[config.mk]
export PLATFORM = sky130hd
export DESIGN_NAME = stream_min_max
export DESIGN_NICKNAME = d
export VERILOG_FILES = /design/src/rtl/stream_min_max.sv
export SDC_FILE = /design/constraint.sdc
export NUM_CORES = 1
export LEC_CHECK = 0
export CORE_ASPECT_RATIO = 1.2
export CORE_MARGIN = 1
export CORE_UTILIZATION = 28
export CTS_CLUSTER_SIZE = 28
export DETAILED_ROUTE_END_ITERATION = 10
export GPL_ROUTABILITY_DRIVEN = 1
export SYNTH_ARGS = -nofsm -noshare
export SYNTH_HDL_FRONTEND = slang
export SYNTH_SLANG_ARGS = --single-unit
export TNS_END_PERCENT = 20
[constraint.sdc]
create_clock -name clk -period 2.8 [get_ports clk]
set_input_delay 0.42 -clock clk [delete_from_list [all_inputs] [get_ports clk]]
set_output_delay 0.42 -clock clk [all_outputs]
set_load 0.02 [all_outputs]
[src/rtl/stream_min_max.sv]
// Streaming signed min/max/count reducer over a valid/ready burst, with a
// registered result presented on a valid/ready output handshake.

module comparator_lt #(
    parameter int N = 32
) (
    input  logic [N-1:0] a_i,
    input  logic [N-1:0] b_i,
    output logic         lt_o
);
    assign lt_o = $signed(a_i) < $signed(b_i);
endmodule

module stream_min_max #(
    parameter int N       = 32,
    parameter int COUNT_W = 16
) (
    input  logic               clk,
    input  logic               rst,
    input  logic               in_valid,
    output logic               in_ready,
    input  logic [N-1:0]       in_data,
    input  logic               in_last,
    output logic               out_valid,
    input  logic               out_ready,
    output logic [N-1:0]       out_min,
    output logic [N-1:0]       out_max,
    output logic [COUNT_W-1:0] out_count,
    output logic               out_saturated
);
    typedef enum logic [1:0] {
        S_IDLE  = 2'd0,
        S_ACCUM = 2'd1,
        S_DONE  = 2'd2
    } state_t;

    state_t             state_q, state_d;
    logic [N-1:0]       min_q, min_d;
    logic [N-1:0]       max_q, max_d;
    logic [COUNT_W-1:0] count_q, count_d;
    logic               sat_q, sat_d;

    logic accept;
    logic data_lt_min;
    logic max_lt_data;

    comparator_lt #(.N(N)) u_lt_min (
        .a_i  (in_data),
        .b_i  (min_q),
        .lt_o (data_lt_min)
    );

    comparator_lt #(.N(N)) u_lt_max (
        .a_i  (max_q),
        .b_i  (in_data),
        .lt_o (max_lt_data)
    );

    assign in_ready = (state_q != S_DONE);
    assign accept   = in_valid & in_ready;

    // NOTE: every signal gets a default before the case so no path leaves it unassigned (no latches).
    always_comb begin
        state_d = state_q;
        min_d   = min_q;
        max_d   = max_q;
        count_d = count_q;
        sat_d   = sat_q;
        unique case (state_q)
            S_IDLE: begin
                if (accept) begin
                    min_d   = in_data;
                    max_d   = in_data;
                    count_d = COUNT_W'(1);
                    sat_d   = 1'b0;
                    state_d = in_last ? S_DONE : S_ACCUM;
                end
            end
            S_ACCUM: begin
                if (accept) begin
                    if (data_lt_min) min_d = in_data;
                    if (max_lt_data) max_d = in_data;
                    // Count sticks at all-ones; the attempted overflow is remembered in sat.
                    if (&count_q) sat_d = 1'b1;
                    else          count_d = count_q + COUNT_W'(1);
                    if (in_last) state_d = S_DONE;
                end
            end
            S_DONE: begin
                if (out_ready) begin
                    state_d = S_IDLE;
                    count_d = '0;
                    sat_d   = 1'b0;
                end
            end
            default: state_d = S_IDLE;
        endcase
    end

    // NOTE: state is updated with non-blocking assignments only, so all registers see pre-edge values.
    always_ff @(posedge clk or negedge rst) begin
        if (!rst) begin
            state_q <= S_IDLE;
            min_q   <= '0;
            max_q   <= '0;
            count_q <= '0;
            sat_q   <= 1'b0;
        end else begin
            state_q <= state_d;
            min_q   <= min_d;
            max_q   <= max_d;
            count_q <= count_d;
            sat_q   <= sat_d;
        end
    end

    assign out_valid     = (state_q == S_DONE);
    assign out_min       = min_q;
    assign out_max       = max_q;
    assign out_count     = count_q;
    assign out_saturated = sat_q;
endmodule

==> impl_results.md, run 1 <==
- Fmax: 0.366 GHz
- Core area: roughly 0.019 mm^2
- H-tree depth reported by CTS: 3
- Register area share after synthesis: 38.3%
- Cell area after synthesis: around 0.0054 mm^2
- Post-route DRC: 0
- Initial DRC count: 212
- Fillers: 1793
- Clock Skews: 0.00854 ns
- Cells after Synth: 563
- Final WS setup: 0.0642 ns
- Yosys Warn Count: 0
- Share of layout cells above drive strength 1: between 20 and 25%
- Post-DP HPWL: 12500 um
- CP Launch Type: primary input
- DRT met1 WL: 6820 um
- Top Metal Used: met5
- Pwr/cell area: 1120 mW/mm^2
- DR WL met2: 8370 um
- Via density: 4.98
- Synth top area share: 38.3%
- Layout net count: 868
- Routability congestion estimate from global placement: 0.880
- CTS Sinks: 83
- FFs w/ async S/R, synth: 100%
- Final Instance Area: 0.00822 mm^2
- Final Hold Vio Count: 0
- Initial antenna violation count: 3
- Final Setup Violations: 0
- Starting Density: 28.7%
- CTS Buf Count: 9
- CP endpoint: out_max[9]
- Status: finished, final reports clean
- CP max stage delay: about 0.53 ns
- Worst min-delay path class: in2async
- Largest area contributor in the netlist: dfrtp_1
- CTS Buffer Depth: 2
- EDFF count, synth: 0
- Gr ovfl total: 0
- Crit end category: flip-flop
- R2R depth: 11
- RR Endpoint: out_max[9]
- R2r startpoint: out_max[31]
- First-pass GRT wire length: ~26000 um
- I/O Pins: 120
- Yosys cell types: 49
- Routed wire length: 16800 um
- Max-Cap Viols: 0
- Worst-Margin Slew: ~0.63 ns
- CTS Root Cell: clkbuf_16
- Flop2flop setup slack: 0.08 ns
- Multi-input logic area: approximately 0.0031 mm^2
- Drt first pass iters: 4
- Largest net degree at the start of global routing: between 40 and 50
- Port Buffers: 119
- Vias: 5115
- Final Max Slew Viols: 0
- Final ANT Viol Nets: 0
- Register area: around 0.0021 mm^2
- Critical Path AT: 2.96 ns
- Worst path cell trace: clkdlybuf4s50_1, inv_1, ha_1, a2111oi_2, o31a_1, nor4_2, o22ai_1, o21ai_4, buf_6, clkbuf_16, mux2_2
- Maximum vdd drop: approximately 0.41 mV
- Max_slew headroom: slightly below 60%
- Final period util: 97.7%
- Hold Buf Count CTS: 0
- Worst Path Max Fanout: 7
- Syn nets: 667
- Area Growth Syn to Fin: 51.3%
- Pre-CTS worst setup slack: -0.428 ns
- Area after DPL: 0.00765 mm^2
- Critical Path RT: between 3 and 4 ns
- CP max-delay cell: clkdlybuf4s50_1
- Final worst path period need: 2.74 ns
- Synth top area cells: dfrtp_1, ha_1, mux2_2
- Clock Latency Late Sink: 0.34 ns
- Overall Global Routing Usage: 17.3%
- Vias in the first global route: 5107
- Syn Area/Cell: 9.64 um^2
- Kind of critical path: in2reg
- Top FF cell, synth: dfrtp_1
- Critical Path Start: in_data[1]
- Flops & latches, synth: slightly above 80
- CTS tree: done
- Clock transition at path regs: 0.06 ns
- Routed wire per std cell: between 15 and 20 um
- Die Ht: 155 um
- Die Wd: 129 um
- Die area: 0.0200 mm^2
- Pleak: 3.62 nW
- WL met3: 997 um
- Site Rows: 55
## registers in the layout (all words and copies together), names as in the netlist
signal	flops
out_saturated	1
state_q	2
out_min	32
out_max	32
out_count	16
## final cells by class
class,count,area share (%)
Antenna cell,2,0.0609
Clock inverter,4,0.898
Timing Repair Buffer,215,25.5
Sequential cell,83,25.3
Tap cell,256,3.90
Inverter,71,3.24
Multi-Input combinational cell,384,38.1
Clock buffer,12,3.00
## power breakdown
group          switching, mW  internal [mW]
clock network          0.489          0.807
logic                   2.74           2.86
registers              0.557           1.72
## metrics by stage
step	cells	utilization (%)	total power [mW]	TNS [ns]	hold WS, ns
3_5_place_dp	1003	40.4	7.48	-21.37	0.488
2_1_floorplan	563	-	5.08	0	0.124
6_report	1027	43.4	9.17	0	0.109
3_3_place_gp	1003	40.4	7.41	-19.35	0.486
5_1_grt	1026	43.4	9.84	-0.0517	0.152
4_1_cts	1024	42.5	9.03	0	0.114
## critical path: cells and delay by family
| kind | cells | cell delay, ns |
|---|---|---|
| adder cells (fa/ha/maj) | 1 | 0.30 |
| multiplexers | 1 | 0.34 |
| buffers and inverters | 4 | 0.90 |
| AO/OA/AOI/OAI | 4 | 0.69 |
| AND/OR/NAND/NOR | 1 | 0.31 |
## layer usage
layer / vias to the layer above / GRT usage, %
met4: 2 / 8.57
met1: 2441 / 19.8
li1: 2496 / -
met3: 31 / 4.22
met2: 145 / 29.7
met5: - / 0
## worst min path at each step
stage	slack (ns)	to
global route	0.15	out_count[3]
detailed placement	0.49	out_count[3]
finish	0.11	out_count[4]
CTS	0.11	out_count[4]
global placement	0.49	out_count[3]
floorplan	0.12	out_count[0]
## cells by family after synthesis
| logic type | after synthesis | synth area share, % |
|---|---|---|
| AOI/OAI and AO/OA | 149 | 19.8 |
| xor gates and xnor gates | 5 | 0.807 |
| adders and majority gates | 67 | 15.4 |
| buffers and inverters | 96 | 7.01 |
| DFF | 83 | 38.3 |
| muxes | 32 | 6.64 |
| and+or+nand+nor | 131 | 12.1 |
## cells in the final DEF, fill, tap and decap left out, drive strengths merged, types with 26 or more instances in the layout
cell and instances:
nand3 45, clkdlybuf4s50 108, o211ai 33, a21oi 30, buf 96, a32oi 32
dfrtp 83, mux2 32, nand2 26, inv 71, ha 67
## cell usage after synthesis, types with 3 or more instances
cell type	instances
dfrtp_1	83
inv_1	71
ha_1	67
nand3_1	44
o211ai_1	33
a32oi_1	32
mux2_2	32
a21oi_1	30
nand2_1	26
clkbuf_1	20
nor2_1	18
o21ai_0	18
nand4_1	10
a21o_1	8
nor3_1	7
nor2b_1	6
nand2b_1	4
o22ai_1	4
o31ai_1	4
or3_1	4
xnor2_1	4
buf_4	3
nor4_1	3
## repair_timing
action                                  in CTS  in global routing
endpoints found under the setup margin      38                 50
pin swaps                                    4                  9
resized for setup                           12                 31
buffers inserted                             4                  0
gates cloned                                 1                  1
(Power assumes the default switching activity.)
==> run 2, diff against run 1 <==
Clock period 2.8 ns to 2.6 ns, I/O delays scaled along.
==> impl_results.md, run 2 (synthesized netlist as in run 1, its figures left out) <==
- Port Buffers: 119
- Clock transition at path regs: roughly 0.060 ns
- Final Setup Violations: 0
- Post-DP HPWL: between 10000 and 15000 um
- Critical Path RT: 2.83 ns
- Starting Density: 28.7%
- Drt first pass iters: 4
- Via density: 4.92
- Routed wire per std cell: 16.3 um
- Pint: around 6.0 mW
- Gr ovfl total: 0
- I/O Pins: 120
- Initial antenna violation count: 4
- Hold Path Depth: 2
- First-pass GRT wire length: 27100 um
- Area Growth Syn to Fin: 56.5%
- Worst-Margin Slew: 0.443 ns
- Max-Cap Viols: 0
- Pleak: 3.77 nW
- Commonest cells after routing, fill and taps aside: buf_4, clkdlybuf4s50_1, dfrtp_1
- Final ANT Viol Nets: 0
- Pre-CTS worst setup slack: -0.607 ns
- Switching Fraction: 41.1%
- Routability congestion estimate from global placement: 0.846
- Vias in the first global route: approximately 5200
- Share of layout cells above drive strength 1: 27.6%
- Die Ht: about 150 um
- R2R depth: 11
- Final Instance Area: roughly 0.0085 mm^2
- CTS Root Cell: clkbuf_16
- Final Hold Vio Count: 0
- Final period util: 98.6%
- Vias: 5198
- CP Launch Type: primary input
- Die area: roughly 0.02 mm^2
- Clock Latency Late Sink: approximately 0.34 ns
- H-tree depth reported by CTS: 3
- Routed wire length: around 17000 um
- Clock Skews: 0.00934 ns
- CTS tree: done
- Critical Path AT: 2.79 ns
- Initial DRC count: 212
- Core area: 0.0189 mm^2
- CTS Buffer Depth: 2
- Net Switching: 4.16 mW
- Largest net degree at the start of global routing: 43
- Die Wd: 129 um
- Worst Path Max Fanout: 8
- Fmax: between 0.3 and 0.4 GHz
- Area after DPL: 0.00778 mm^2
- CTS Sinks: 83
- Maximum vdd drop: 0.478 mV
- Crit end category: flip-flop
- Seq pwr share: 23.7%
- RSZ-0062 raised after global routing: yes
- Kind of critical path: in2reg
- Overall Global Routing Usage: 17.7%
- Worst min-delay path class: in2reg
- Final worst path period need: 2.56 ns
- Status: finished, final reports clean
- Final WS setup: 0.0370 ns
- Post-route DRC: 0
- Pwr/cell area: approximately 1200 mW/mm^2
- Max_slew headroom: 70.1%
- Logic gate share of total power: 63.6%
- Clock network fraction of total power: between 10% and 20%
- Most common cell after layout, fill and taps aside: buf_4
- CTS Buf Count: 9
- Layout net count: 897
- Final Max Slew Viols: 0
- Site Rows: 55
[run 2: changes by cell type in the layout (fill, tap and decap cells not counted), sizes merged, moves of 2 or more]
cell and delta:
clkbuf +2, buf +29, clkdlybuf4s50 -11, clkdlybuf4s15 +2, dlygate4sd2 +7
[run 2: final cells by class]
class / instances / area (um^2)
Fill cell: 1815 / 10400
Clock inverter: 2 / 35.0
Multi-Input combinational cell: 384 / 3270
Clock buffer: 14 / 254
Timing Repair Buffer: 244 / 2260
Sequential cell: 83 / 2080
Inverter: 71 / 267
Antenna cell: 3 / 7.51
Tap cell: 256 / 320
[run 2: power groups by stage]
| stage | Clock [mW] | Combinational [mW] | Sequential [mW] |
|---|---|---|---|
| 6_report | 1.29 | 6.43 | 2.39 |
| 5_1_grt | 1.38 | 6.99 | 2.48 |
| 4_1_cts | 1.33 | 6.36 | 2.39 |
| 3_5_place_dp | 0 | 5.79 | 2.38 |
| 3_3_place_gp | 0 | 5.72 | 2.38 |
| 2_1_floorplan | 0 | 2.56 | 2.91 |
[run 2: critical path, cell delays in order]
cell	delay [ns]
dlygate4sd2_1	0.27
inv_1	0.12
ha_4	0.22
a21oi_2	0.13
o21ai_1	0.09
a221o_1	0.37
a211oi_4	0.24
xnor2_2	0.10
o21ai_4	0.18
buf_6	0.12
buf_6	0.10
buf_16	0.12
mux2_2	0.33
[run 2: final timing paths]
path	slack [ns]	to	startpoint
max reg2reg	0.04	out_max[19]	out_max[30]
min in group asynchronous	0.45	out_count[4]	rst
min reg2reg	0.53	out_saturated	out_saturated
min	0.36	out_max[28]	in_data[28]
max	0.04	out_max[19]	in_data[21]
max in group asynchronous	1.47	out_min[22]	rst
[run 2: what timing repair did]
| action | 4_1_cts | 5_1_grt |
|---|---|---|
| endpoints found under the hold margin | 12 | 0 |
| resized for setup | 52 | 31 |
| cloned | 2 | 0 |
| pin swaps | 24 | 15 |
| setup endpoints to repair | 64 | 64 |
| hold buffers | 1 | 0 |
| buffers inserted | 8 | 3 |
[run 2: stage by stage]
step                      instances  hold WS [ns]  util, %  TNS (ns)  power [mW]
after floorplan                 563        0.0944        -         0        5.47
after global placement         1025         0.272     41.1    -30.51        8.10
after detailed placement       1025         0.269     41.1    -31.30        8.17
after CTS                      1052         0.441     44.3   -0.0680        10.1
after global routing           1055         0.364     44.9    -0.291        10.8
final                          1057         0.357     44.9         0        10.1
[run 2: routing by layer]
layer	track usage (%)	part of all wire, %	vias to the layer above
met5	0	0.076	-
met4	8.07	2.4	2
met3	4.01	5.6	22
met2	30.4	50	120
met1	20.9	42	2500
li1	-	-	2554
==> run 3, diff against run 2 <==
Settings changed: CORE_UTILIZATION 28 to 35, PLACE_DENSITY from default to 0.66.
Clock period 2.6 ns to 2.75 ns, I/O delays scaled along.
==> impl_results.md, run 3 (synthesized netlist as in run 1, its figures left out) <==
- Largest net degree at the start of global routing: 46
- Pleak: between 3 and 4 nW
- H-tree depth reported by CTS: 3
- Final design utilization: 52.8%
- Net Switching: a little under 4 mW
- Initial antenna violation count: 1
- Clock network fraction of total power: 13.4%
- Final Instance Area: 0.00797 mm^2
- Kind of critical path: in2reg
- Overall Global Routing Usage: 21.7%
- CTS Buffer Depth: 2
- Top Metal Used: met4
- Placed cell count: 945
- Clock Latency Late Sink: 0.35 ns
- Commonest cells after routing, fill and taps aside: clkdlybuf4s50_1, dfrtp_1, buf_4
- Via density: 5.38
- Critical Path RT: roughly 3 ns
- Max-Cap Viols: 0
- Final period util: 97.5%
- Area Growth Syn to Fin: 46.8%
- First-pass GRT wire length: between 20000 and 30000 um
- CP max stage delay: roughly 0.48 ns
- Drt first pass iters: 4
- DRT met1 WL: 6840 um
- Fmax: 0.373 GHz
- Routed wire per std cell: between 15 and 20 um
- Final WS setup: 0.0688 ns
- Worst path cell trace: clkdlybuf4s50_1, inv_1, ha_1, o211ai_1, o31a_1, nor4_4, o22ai_2, o21ai_2, buf_6, buf_12, buf_12, mux2_2
- Routability congestion estimate from global placement: 0.895
- Site Rows: 49
- Max_slew headroom: 55.3%
- Clock Skews: 0.0128 ns
- CTS Root Cell: clkbuf_16
- Gr ovfl total: 0
- Post-route DRC: 0
- DR WL met2: 8640 um
- Worst min-delay path class: in2async
- Critical Path AT: 2.90 ns
- Seq pwr share: about a quarter
- CTS Buf Count: 9
- Vias in the first global route: 5441
- Status: finished, final reports clean
- Most used cell, CP: buf_12
- Critical Path Start: in_data[4]
- CTS tree: done
- Share of layout cells above drive strength 1: 21.5%
- CTS Sinks: 83
- Register area: between 0.002 and 0.0025 mm^2
- R2R depth: 11
- Crit path buf inv count: 5
- Area after DPL: 0.00749 mm^2
- Initial DRC count: 210
- Maximum vdd drop: 0.468 mV
- WL met3: slightly below 1000 um
- Worst-Margin Slew: 0.671 ns
- Core area: 0.0151 mm^2
- Clock transition at path regs: ~0.070 ns
- Pwr/cell area: 1150 mW/mm^2
- Pre-CTS worst setup slack: -0.500 ns
- Final Setup Violations: 0
- Logic gate share of total power: 61.6%
- Die area: 0.0160 mm^2
- CP Launch Type: primary input
- Final Hold Vio Count: 0
- Multi-input logic area: 0.00307 mm^2
- CP max-delay cell: clkdlybuf4s50_1
- Pint: approximately 5.3 mW
- Final Max Slew Viols: 0
- Crit end category: flip-flop
- I/O Pins: 120
- Switching Fraction: 42.1%
- Final worst path period need: 2.68 ns
- Hold Buf Count CTS: 0
- Crit path max-delay family: buffers and inverters
- Vias: 5199
- Die Wd: 116 um
- Port Buffers: approximately 120
- Most common cell after layout, fill and taps aside: clkdlybuf4s50_1
- Die Ht: 138 um
- Worst Path Max Fanout: 6
- Final ANT Viol Nets: 0
- Starting Density: 36.0%
- Fin cells: between 900 and 1000
- R2r startpoint: out_max[30]
- Post-DP HPWL: 12500 um
- Layout net count: between 800 and 900
- Fillers: 1366
- Routed wire length: around 17000 um
- Levels on crit path: 12
-- run 3: cell count changes in the layout (fill, tap and decap cells not counted), moves of 6 or more --
| cell | previous run | this run |
|---|---|---|
| buf_4 | 111 | 77 |
| clkdlybuf4s50_1 | 97 | 103 |
| ha_1 | 53 | 64 |
| ha_4 | 12 | 2 |
-- run 3: stage by stage --
| stage | hold WS (ns) | TNS (ns) | power [mW] |
|---|---|---|---|
| finish | 0.0457 | 0 | 9.16 |
| global route | 0.0964 | -0.0113 | 9.75 |
| CTS | 0.0649 | 0 | 9.11 |
| detailed placement | 0.442 | -23.25 | 7.52 |
| global placement | 0.437 | -18.77 | 7.36 |
| floorplan | 0.117 | 0 | 5.17 |
-- run 3: timing repair --
action	CTS	global route
pin swaps	7	7
gates cloned	2	0
endpoints found under the setup margin	32	50
buffers inserted	3	2
gates resized for setup	20	22
-- run 3: final timing paths --
path | to | slack (ns)
worst max-delay path | out_max[26] | 0.07
worst min-delay path | out_max[1] | 0.05
worst max register to register | out_max[26] | 0.15
worst min register to register | out_max[17] | 0.54
max in group asynchronous | out_min[25] | 2.04
min in group clk | out_max[30] | 0.38
-- run 3: worst register-to-register path, cell delays in order, from the launching register on --
cell and delay, ns:
dfrtp_1 0.40, ha_1 0.33, a21oi_1 0.15, nand2_1 0.10
a221o_1 0.36, a211oi_2 0.16, xnor2_1 0.10, o21ai_2 0.16
buf_6 0.16, buf_12 0.10, buf_12 0.12, mux2_2 0.34
-- run 3: cell type report --
type,count,area share [%]
well taps,204,3.20
clock buffers,11,3.05
multi-input cells,384,38.5
diodes,1,0.0314
flip-flops and latches,83,26.1
clock inverters,5,0.660
repair buffers,208,25.1
inverters,71,3.34
-- run 3: layer usage --
| layer | up-vias | global-route usage, % |
|---|---|---|
| li1 | 2474 | - |
| met1 | 2551 | 24.6 |
| met2 | 144 | 38.4 |
| met3 | 30 | 5.70 |
| met4 | 0 | 8.37 |
| met5 | - | 0 |
-- run 3: power by group through the flow --
| stage | Sequential [mW] | Clock, mW | Combinational (mW) |
|---|---|---|---|
| 3_5_place_dp | 2.30 | 0 | 5.22 |
| 6_report | 2.30 | 1.22 | 5.64 |
| 4_1_cts | 2.28 | 1.24 | 5.58 |
| 2_1_floorplan | 2.75 | 0 | 2.42 |
| 5_1_grt | 2.36 | 1.29 | 6.10 |
| 3_3_place_gp | 2.27 | 0 | 5.09 |
